$ cat src/rtl/rom_dl_pkg.sv
// Shared types and address-window constants for the ROM download controller.
package rom_dl_pkg;

    typedef enum logic [1:0] {
        IDLE = 2'd0,
        LOAD = 2'd1,
        HOLD = 2'd2,
        RUN  = 2'd3
    } dl_state_t;

    localparam logic [24:0] PROG_ROM_BASE = 25'h0000000;
    localparam logic [24:0] VEC_ROM_BASE  = 25'h0004000;
    localparam logic [24:0] VEC_ROM_END   = 25'h0005000;

    // Increment that sticks at all-ones instead of wrapping.
    function automatic logic [24:0] sat_inc(input logic [24:0] v);
        return (v == 25'h1FFFFFF) ? v : v + 25'd1;
    endfunction

endpackage

$ cat src/rtl/dl_edge_detect.sv
// Rise/fall pulse generator built on a registered copy of a level input.
module dl_edge_detect #(
    parameter logic RESET_VAL = 1'b1
) (
    input  logic clk,
    input  logic rst,
    input  logic level,
    output logic rise,
    output logic fall
);

    logic level_q;

    // Reset to RESET_VAL so a level still high after rst does not look like a new rise.
    always_ff @(posedge clk) begin
        if (rst) begin
            level_q <= RESET_VAL;
        end else begin
            level_q <= level;
        end
    end

    assign rise = level & ~level_q;
    assign fall = ~level & level_q;

endmodule

$ cat src/rtl/rom_download_ctrl.sv
// Converts the HPS ioctl byte stream into the arcade top's dl_* ROM-load bus and
// holds the core in reset until a complete image is loaded. Optional: ROM_CHECKSUM_EN.
module rom_download_ctrl
    import rom_dl_pkg::*;
#(
    parameter logic [7:0]  ROM_INDEX   = 8'd0,
    parameter logic [24:0] ROM_SIZE    = VEC_ROM_END,
    parameter int          HOLD_CYCLES = 64
`ifdef ROM_CHECKSUM_EN
    ,
    parameter logic [15:0] EXPECTED_SUM = 16'h0000
`endif
) (
    input  logic        clk,
    input  logic        rst,
    input  logic        ioctl_download,
    input  logic [7:0]  ioctl_index,
    input  logic [24:0] ioctl_addr,
    input  logic [7:0]  ioctl_dout,
    input  logic        ioctl_wr,
    output logic [24:0] dl_addr,
    output logic [7:0]  dl_data,
    output logic        dl_wr,
    output logic        core_run_l,
    output logic        loaded,
    output logic        short_err,
    output logic [24:0] byte_count
`ifdef ROM_CHECKSUM_EN
    ,
    output logic [15:0] rom_sum
`endif
);

    localparam int CW = (HOLD_CYCLES > 1) ? $clog2(HOLD_CYCLES) : 1;

    dl_state_t     state_r;
    dl_state_t     next_s;
    logic [CW-1:0] hold_cnt_r;
    logic          dl_rise_s;
    logic          dl_fall_s;
    logic          index_match_s;
    logic          start_s;
    logic          accept_s;
    logic          sum_ok_s;
    logic          image_ok_s;
    logic          enter_load_s;

    dl_edge_detect #(
        .RESET_VAL (1'b1)
    ) u_dl_edge (
        .clk   (clk),
        .rst   (rst),
        .level (ioctl_download),
        .rise  (dl_rise_s),
        .fall  (dl_fall_s)
    );

    assign index_match_s = (ioctl_index == ROM_INDEX);
    assign start_s       = dl_rise_s & index_match_s;
    assign accept_s      = (state_r == LOAD) & ioctl_download & ioctl_wr
                         & index_match_s & (ioctl_addr < ROM_SIZE);
    assign enter_load_s  = (next_s == LOAD) && (state_r != LOAD);

`ifdef ROM_CHECKSUM_EN
    assign sum_ok_s = (EXPECTED_SUM == 16'h0000) || (rom_sum == EXPECTED_SUM);
`else
    assign sum_ok_s = 1'b1;
`endif

    assign image_ok_s = (byte_count >= ROM_SIZE) && sum_ok_s;

    // Next-state decode; a matching start always wins from IDLE, HOLD and RUN.
    always_comb begin
        next_s = state_r;
        case (state_r)
            IDLE: begin
                if (start_s) next_s = LOAD;
                else         next_s = IDLE;
            end
            LOAD: begin
                if (dl_fall_s) next_s = image_ok_s ? HOLD : IDLE;
                else           next_s = LOAD;
            end
            HOLD: begin
                if (start_s)                   next_s = LOAD;
                else if (hold_cnt_r == CW'(0)) next_s = RUN;
                else                           next_s = HOLD;
            end
            RUN: begin
                if (start_s) next_s = LOAD;
                else         next_s = RUN;
            end
            default: next_s = IDLE;
        endcase
    end

    // State, hold counter and status flags.
    always_ff @(posedge clk) begin
        if (rst) begin
            state_r    <= IDLE;
            hold_cnt_r <= CW'(0);
            core_run_l <= 1'b0;
            loaded     <= 1'b0;
            short_err  <= 1'b0;
        end else begin
            state_r    <= next_s;
            core_run_l <= (next_s == RUN);
            if (state_r == LOAD && next_s == HOLD) begin
                hold_cnt_r <= CW'(HOLD_CYCLES - 1);
            end else if (state_r == HOLD && hold_cnt_r != CW'(0)) begin
                hold_cnt_r <= hold_cnt_r - CW'(1);
            end else begin
                hold_cnt_r <= hold_cnt_r;
            end
            if (enter_load_s) begin
                loaded <= 1'b0;
            end else if (state_r == HOLD && next_s == RUN) begin
                loaded <= 1'b1;
            end else begin
                loaded <= loaded;
            end
            if (state_r == LOAD && dl_fall_s && !image_ok_s) begin
                short_err <= 1'b1;
            end else if (state_r == HOLD && next_s == RUN) begin
                short_err <= 1'b0;
            end else begin
                short_err <= short_err;
            end
        end
    end

    // Registered ROM-load bus and accepted-byte counter.
    always_ff @(posedge clk) begin
        if (rst) begin
            dl_addr    <= 25'd0;
            dl_data    <= 8'd0;
            dl_wr      <= 1'b0;
            byte_count <= 25'd0;
        end else begin
            dl_wr <= accept_s;
            if (accept_s) begin
                dl_addr <= ioctl_addr;
                dl_data <= ioctl_dout;
            end else begin
                dl_addr <= dl_addr;
                dl_data <= dl_data;
            end
            if (enter_load_s) begin
                byte_count <= 25'd0;
            end else if (accept_s) begin
                byte_count <= sat_inc(byte_count);
            end else begin
                byte_count <= byte_count;
            end
        end
    end

`ifdef ROM_CHECKSUM_EN
    // Running modulo-2^16 sum of accepted bytes, restarted with each download.
    always_ff @(posedge clk) begin
        if (rst) begin
            rom_sum <= 16'h0000;
        end else if (enter_load_s) begin
            rom_sum <= 16'h0000;
        end else if (accept_s) begin
            rom_sum <= rom_sum + {8'h00, ioctl_dout};
        end else begin
            rom_sum <= rom_sum;
        end
    end
`endif

endmodule

$ cat config.mk
export PLATFORM = sky130hd
export DESIGN_NAME = rom_download_ctrl
export DESIGN_NICKNAME = d
export VERILOG_FILES = /design/src/rtl/rom_dl_pkg.sv /design/src/rtl/dl_edge_detect.sv /design/src/rtl/rom_download_ctrl.sv
export SDC_FILE = /design/constraint.sdc
export NUM_CORES = 1
export LEC_CHECK = 0
export BUFFER_PORTS_ARGS = -buffer_cell sky130_fd_sc_hd__buf_2
export CAP_MARGIN = 30
export CORE_AREA = 5 5 83 85
export CTS_BUF_LIST = sky130_fd_sc_hd__clkbuf_4 sky130_fd_sc_hd__clkbuf_8
export DETAILED_ROUTE_END_ITERATION = 8
export DIE_AREA = 0 0 88 90
export PLACE_DENSITY = 0.86
export SLEW_MARGIN = 0
export SYNTH_ARGS = -nofsm -noshare
export SYNTH_HDL_FRONTEND = slang
export SYNTH_SLANG_ARGS = --single-unit
$ cat constraint.sdc
create_clock -name clk -period 2.5 [get_ports clk]
set_input_delay 0.375 -clock clk [delete_from_list [all_inputs] [get_ports clk]]
set_output_delay 0.375 -clock clk [all_outputs]
set_load 0.05 [all_outputs]
==> results.md, run 1 <==
- Max Fclk: 463 MHz
- Critical Path Sink: byte_count[9]
- Cell Pwr Density: 598 nW/um2
- Syn_nets: 393
- Clock buffer depth: 2
- HP Class: input pin to register
- CP startpoint: state_r[0]
- Worst R2R Setup Slack: 340 ps
- Endpoint type of the worst setup path: register
- Avg Cell Area, Syn: 8.57 um2
- VDD IR-drop max: 0.000516 V
- Post-CTS sizing: 0
- Worst Max-Slew Pin Slew: 527 ps
- CP startpoint kind: register
- Root Driver: clkbuf_8
- Synthesis-to-finish area growth: 32.1%
- Placed cell area: 3640 um2
- Syn Inst Count: 344
- Critical path required time: 2780 ps
- Worst reg2reg path startpoint: state_r[0]
- Clk sinks: 71
- Worst-path clk slew: 80 ps
- Pleak: 0.00164 uW
- Final hold violations: 0
- Final Routed Wirelength: 7.45 mm
- Critical-path top delay cell: or4_4
- Critical path arrival: 2440 ps
- Final instance area: 3890 um2
- Final nets: 514
- Final period util: 0.864
- Critical path, cell by cell: nor2b_1 -> nand2_1 -> or4_4 -> or3_1 -> or3_1 -> a21oi_1
- Vias in the first global route: 2711
- Total CTS buffers: 9
- Register area share after synthesis: 0.482
- Post-DRT Antenna Nets: 0
- Drt wl/cell: 13.6 um
- First-pass GRT wire length: 11.8 mm
- Maxcap violations: 0
- Via count: 2880
- Run status: completed
- WS Path Type: register to register
- TritonCTS clock tree: built
- Tmin final: 2160 ps
- Core Rows: 29
- Initial antenna violation count: 0
- Yosys warnings: 0
- GR Overflow Total: 0
- CP peak stage delay: 580 ps
- Setup Skew: 5.14 ps
- R2R cell count: 6
- H-tree Lvls: 3
- Die H: 90 um
- Via-to-Cell Ratio: 5.27
- Diode count: 0
- Die X: 88 um
- Port Buffer Count: 106
- Synth Cell Area: 2950 um2
- DIE AREA: 7920 um2
- Synth unique cells: 38
- Clock Latency Late Sink: 340 ps
- Drt pass-1 iters: 4
- Final setup fails: 0
- Max Slew Vio Count: 0
- DR iter-0 viols: 113
- Max Fanout on Critical Path: 7
- Routability congestion estimate from global placement: 0.839
- Postcts setup bufs: 0
- Pin count of the biggest net entering global routing: 36
- GRT Total Usage: 0.184
- # hold bufs at CTS: 0
- Starting Density: 0.481
- CP dominant cell by count: or3_1
- Flip-flop and latch count after synthesis: 71
- RSZ-0062 raised after global routing: no
- DP HPWL: 5.55 mm
- Core Region: 6130 um2
- DRC: 0
- Max_slew headroom: 0.648
- Worst reg2reg path endpoint: byte_count[9]
- Layout cell share with drive strength beyond 1: 0.309
- Top-Level Pins: 107
- Setup_tns: 0 ps
## area by class of cell
cell class | count | area [um2]
clock inverter | 7 | 128
sequential | 71 | 1420
multi-input combinational | 251 | 1440
clock buffer | 9 | 124
fill | 533 | 2240
tap | 77 | 96.3
inverter | 10 | 37.5
timing repair buffer | 122 | 651
## placed cells by master (no fill, tap or decap), types with 9 or more instances in the layout
master / synthesis / routed
buf_4: 0 / 16
buf_2: 0 / 106
inv_1: 10 / 10
nand3_1: 17 / 17
and2_1: 10 / 10
nand2_1: 63 / 63
a21oi_1: 39 / 39
dfxtp_1: 71 / 71
clkbuf_8: 0 / 9
nor2_1: 31 / 31
xor2_1: 13 / 13
## per-layer routing
layer  routed length [um]  vias up  global-route usage
li1                     -     1428                   -
met1                 3050     1339               0.217
met2                 3660      101               0.301
met3                  622       12              0.0695
met4                  113        0              0.0678
met5                    0        -                   0
## stage by stage
stage	cells	total power [uW]	hold slack, ps	utilization	worst slack (ps)
2_1_floorplan	344	1180	482	-	149
3_3_place_gp	531	1230	434	0.594	44.5
3_5_place_dp	531	1230	438	0.594	31.1
4_1_cts	547	2350	247	0.635	341
5_1_grt	547	2410	245	0.635	157
6_report	547	2330	260	0.635	340
## worst max-delay path: cells and delay by family, from the launching register on
kind | cells | cell delay [ps]
compound gates | 1 | 130
flops | 1 | 390
simple gates | 5 | 1590
## kinds of logic (layout without fill, tap and decap cells)
logic type / after synthesis / in the layout / share of synthesized area
buffers and inverters: 22 / 148 / 0.0306
XOR/XNOR: 21 / 21 / 0.0624
AO/OA/AOI/OAI: 53 / 53 / 0.0989
flip-flops: 71 / 71 / 0.482
AND/OR/NAND/NOR: 173 / 173 / 0.309
adder cells (fa/ha/maj): 4 / 4 / 0.0170
## synthesized netlist by cell type
| master | count | area share |
|---|---|---|
| a211o_1 | 1 | 0.0030 |
| a211oi_1 | 1 | 0.0025 |
| a21oi_1 | 39 | 0.066 |
| a311oi_1 | 1 | 0.0030 |
| and2_1 | 10 | 0.021 |
| and3_1 | 5 | 0.011 |
| and3b_1 | 1 | 0.0030 |
| and4_1 | 3 | 0.0089 |
| buf_6 | 1 | 0.0038 |
| clkbuf_1 | 11 | 0.014 |
| dfxtp_1 | 71 | 0.48 |
| ha_1 | 4 | 0.017 |
| inv_1 | 10 | 0.013 |
| nand2_1 | 63 | 0.080 |
| nand3_1 | 17 | 0.029 |
| nand3_2 | 1 | 0.0034 |
| nand4_1 | 7 | 0.015 |
| nand4b_1 | 4 | 0.012 |
| nor2_1 | 31 | 0.039 |
| nor2b_1 | 1 | 0.0021 |
| nor3_1 | 6 | 0.010 |
| nor3b_1 | 1 | 0.0025 |
| nor4_1 | 7 | 0.015 |
| nor4_4 | 3 | 0.022 |
| nor4b_1 | 2 | 0.0059 |
| nor4b_2 | 1 | 0.0051 |
| o21a_1 | 1 | 0.0025 |
| o21ai_0 | 6 | 0.010 |
| o21bai_1 | 1 | 0.0025 |
| o22a_1 | 1 | 0.0030 |
| o311a_1 | 1 | 0.0034 |
| o31ai_1 | 1 | 0.0025 |
| or2_2 | 1 | 0.0021 |
| or3_1 | 5 | 0.011 |
| or4_1 | 3 | 0.0076 |
| or4_4 | 1 | 0.0038 |
| xnor2_1 | 8 | 0.024 |
| xor2_1 | 13 | 0.039 |
## worst min-delay path by stage
| stage | from | cells past startpoint | end |
|---|---|---|---|
| 2_1_floorplan | ioctl_download | 1 | u_dl_edge.level_q |
| 3_3_place_gp | dl_addr[6] | 2 | dl_addr[6] |
| 3_5_place_dp | dl_addr[18] | 1 | dl_addr[18] |
| 4_1_cts | ioctl_dout[3] | 3 | dl_data[3] |
| 5_1_grt | ioctl_addr[0] | 3 | dl_addr[0] |
| 6_report | ioctl_addr[0] | 3 | dl_addr[0] |
## where the power goes
group / leakage (uW) / internal [uW] / total [uW] / switching (uW)
sequential: 0.000572 / 1130 / 1130 / 0.400
combinational: 0.000939 / 33.8 / 69.2 / 35.4
clock: 0.000126 / 676 / 1130 / 454
total: 0.00164 / 1840 / 2330 / 489
## state kept, by name, summed over array words and instances, names as in the netlist
signal / count
core_run_l: 1
hold_cnt_r: 6
dl_data: 8
byte_count: 25
loaded: 1
short_err: 1
state_r: 2
dl_addr: 25
u_dl_edge.level_q: 1
dl_wr: 1
Note: power is estimated with default switching activity, not from simulation.
==> run 2, diff against run 1 <==
Settings changed: SLEW_MARGIN 0 to unset.
Clock period 2.5 ns to 2.12 ns, I/O delays scaled along.
==> run 2 against run 1 <==
  * Worst hold slack worse by 54 ps
  * Largest cell class unchanged
  * Register-to-register slack worse by 290 ps
  * Cell area is 2.0% higher
  * Critical path depth is 1 higher
  * Clock-buffer cell count stayed put
  * Final cell count is 0.91% higher
  * Global-route usage is 1.9 points higher
  * Sequential share of layout area is 0.16 points lower
==> results.md, run 2 (synthesized netlist as in run 1, its figures left out) <==
- HP Class: input pin to register
- Vias in the first global route: 2931 (+8.1%)
- Total CTS buffers: 9 (unchanged)
- Diode count: 0 (unchanged)
- Biggest regs: byte_count (25), dl_addr (25), dl_data (8)
- Most frequent cells in the layout: buf_2, nand2_1, dfxtp_1
- Die H: 90 um (unchanged)
- Final period util: 0.978 (+0.114)
- Crit path buf inv count: 1 (+1)
- Critical-path top delay cell: or4_4
- Max Slew Vio Count: 0 (unchanged)
- TritonCTS clock tree: built
- Routability congestion estimate from global placement: 0.851 (+1.4%)
- Max_slew headroom: 0.734 (+0.0860)
- Final core utilization: 0.648 (+0.0129)
- Starting Density: 0.481 (unchanged)
- Via count: 2947 (+2.3%)
- Post-DRT Antenna Nets: 0 (unchanged)
- Critical path, cell by cell: nor2b_4 -> nand2_2 -> or4_4 -> or3_4 -> buf_4 -> o21ai_0 -> a21oi_2
- DR iter-0 viols: 196 (+73%)
- Setup_tns: 0 ps (unchanged)
- VDD IR-drop max: 0.000465 V (-9.8%)
- Via-to-Cell Ratio: 5.34 (+1.4%)
- Postcts setup bufs: 0 (unchanged)
- Root Driver: clkbuf_8
- Maxcap violations: 0 (unchanged)
- WS Path Type: register to register
- Endpoint type of the worst setup path: register
- Pin count of the biggest net entering global routing: 28 (-22%)
- Clock Latency Late Sink: 350 ps (about the same)
- Run status: completed
- GR Overflow Total: 0 (unchanged)
- Clock buffer depth: 2 (unchanged)
- First-pass GRT wire length: 13.0 mm (+9.8%)
- Cell Pwr Density: 612 nW/um2 (+2.3%)
- Commonest non-fill, non-tap cell in the layout: buf_2
- RSZ-0062 raised after global routing: no
- Port Buffer Count: 106 (unchanged)
- Final critical-path setup slack: 45.9 ps (-294 ps)
- Die X: 88 um (unchanged)
- DRC: 0 (unchanged)
- H-tree Lvls: 3 (unchanged)
- Drt wl/cell: 14.5 um (+6.5%)
- Core Region: 6130 um2 (unchanged)
- Worst Max-Slew Pin Slew: 395 ps (-132 ps)
- Tmin final: 2070 ps (-86.1 ps)
- Final nets: 519 (+0.97%)
- CP startpoint kind: register
- Core Rows: 29 (unchanged)
- Top-Level Pins: 107 (unchanged)
- Critical path arrival: 2310 ps (-130 ps)
- GRT Total Usage: 0.203 (+0.0186)
- DIE AREA: 7920 um2 (unchanged)
- Pleak: 0.00165 uW (+0.91%)
- Final hold violations: 0 (unchanged)
- Initial antenna violation count: 0 (unchanged)
- CP peak stage delay: 530 ps (-50 ps)
- Worst-path clk slew: 90 ps (about the same)
- Synthesis-to-finish area growth: 34.8%
- Cell class contributing the biggest share of worst-path delay: simple AND/OR/NAND/NOR gates
- Max Fanout on Critical Path: 5 (-2)
- Max Fclk: 482 MHz (+4.2%)
- Final setup fails: 0 (unchanged)
- Clk sinks: 71 (unchanged)
- Final Routed Wirelength: 8.01 mm (+7.5%)
- Setup WS pre-CTS: -204 ps (-235 ps)
- Critical path required time: 2350 ps (-430 ps)
- Drt pass-1 iters: 4 (unchanged)
- Setup Skew: 13.0 ps (+7.82 ps)
- DP HPWL: 5.95 mm (+7.2%)
- Layout cell share with drive strength beyond 1: 0.377 (+0.0683)
[run 2: final timing paths]
path         slack, ps           from            end  cells after the start
max reg2reg         50     state_r[0]  byte_count[9]                      7
min                210  ioctl_dout[1]     dl_data[1]                      3
min reg2reg        450     dl_data[5]     dl_data[5]                      2
max                 50     state_r[0]  byte_count[9]                      7
[run 2: report_power, final]
| group | total, uW | internal (uW) | switching, uW |
|---|---|---|---|
| Combinational | 91.7 | 44.2 | 47.5 |
| Clock | 1010 | 449 | 559 |
| Sequential | 1330 | 1330 | 0.417 |
[run 2: area by class of cell]
| cell class | count | area, um2 |
|---|---|---|
| clock inverter | 7 | 62.6 |
| tap | 77 | 96.3 |
| multi-input combinational | 251 | 1510 |
| timing repair buffer | 127 | 701 |
| sequential | 71 | 1440 |
| fill | 498 | 2160 |
| clock buffer | 9 | 124 |
| inverter | 10 | 37.5 |
[run 2: per-stage QoR]
step / instances / cell area [um2] / hold slack [ps] / total power [uW]
after floorplan: 344 / 3020 / 425 / 1390
after global placement: 536 / 3760 / 435 / 1450
after detailed placement: 536 / 3760 / 438 / 1460
after CTS: 552 / 3950 / 192 / 2460
after global routing: 552 / 3970 / 182 / 2530
final: 552 / 3970 / 207 / 2430
[run 2: repair_timing]
item / in CTS / in global routing
gates resized for setup: 0 / 8
hold buffers: 0 / 0
setup endpoints to repair: 0 / 7
[run 2: worst min-delay path, delay by kind of cell]
family,cells,cell delay (ps)
buffers and inverters,1,90
AO/OA/AOI/OAI,1,50
AND/OR/NAND/NOR,1,50
[run 2: metal layers]
| layer | track usage | vias up | part of all wire |
|---|---|---|---|
| li1 | - | 1434 | - |
| met1 | 0.235 | 1362 | 0.39 |
| met2 | 0.339 | 133 | 0.50 |
| met3 | 0.0768 | 18 | 0.087 |
| met4 | 0.0678 | 0 | 0.021 |
| met5 | 0 | - | 0 |
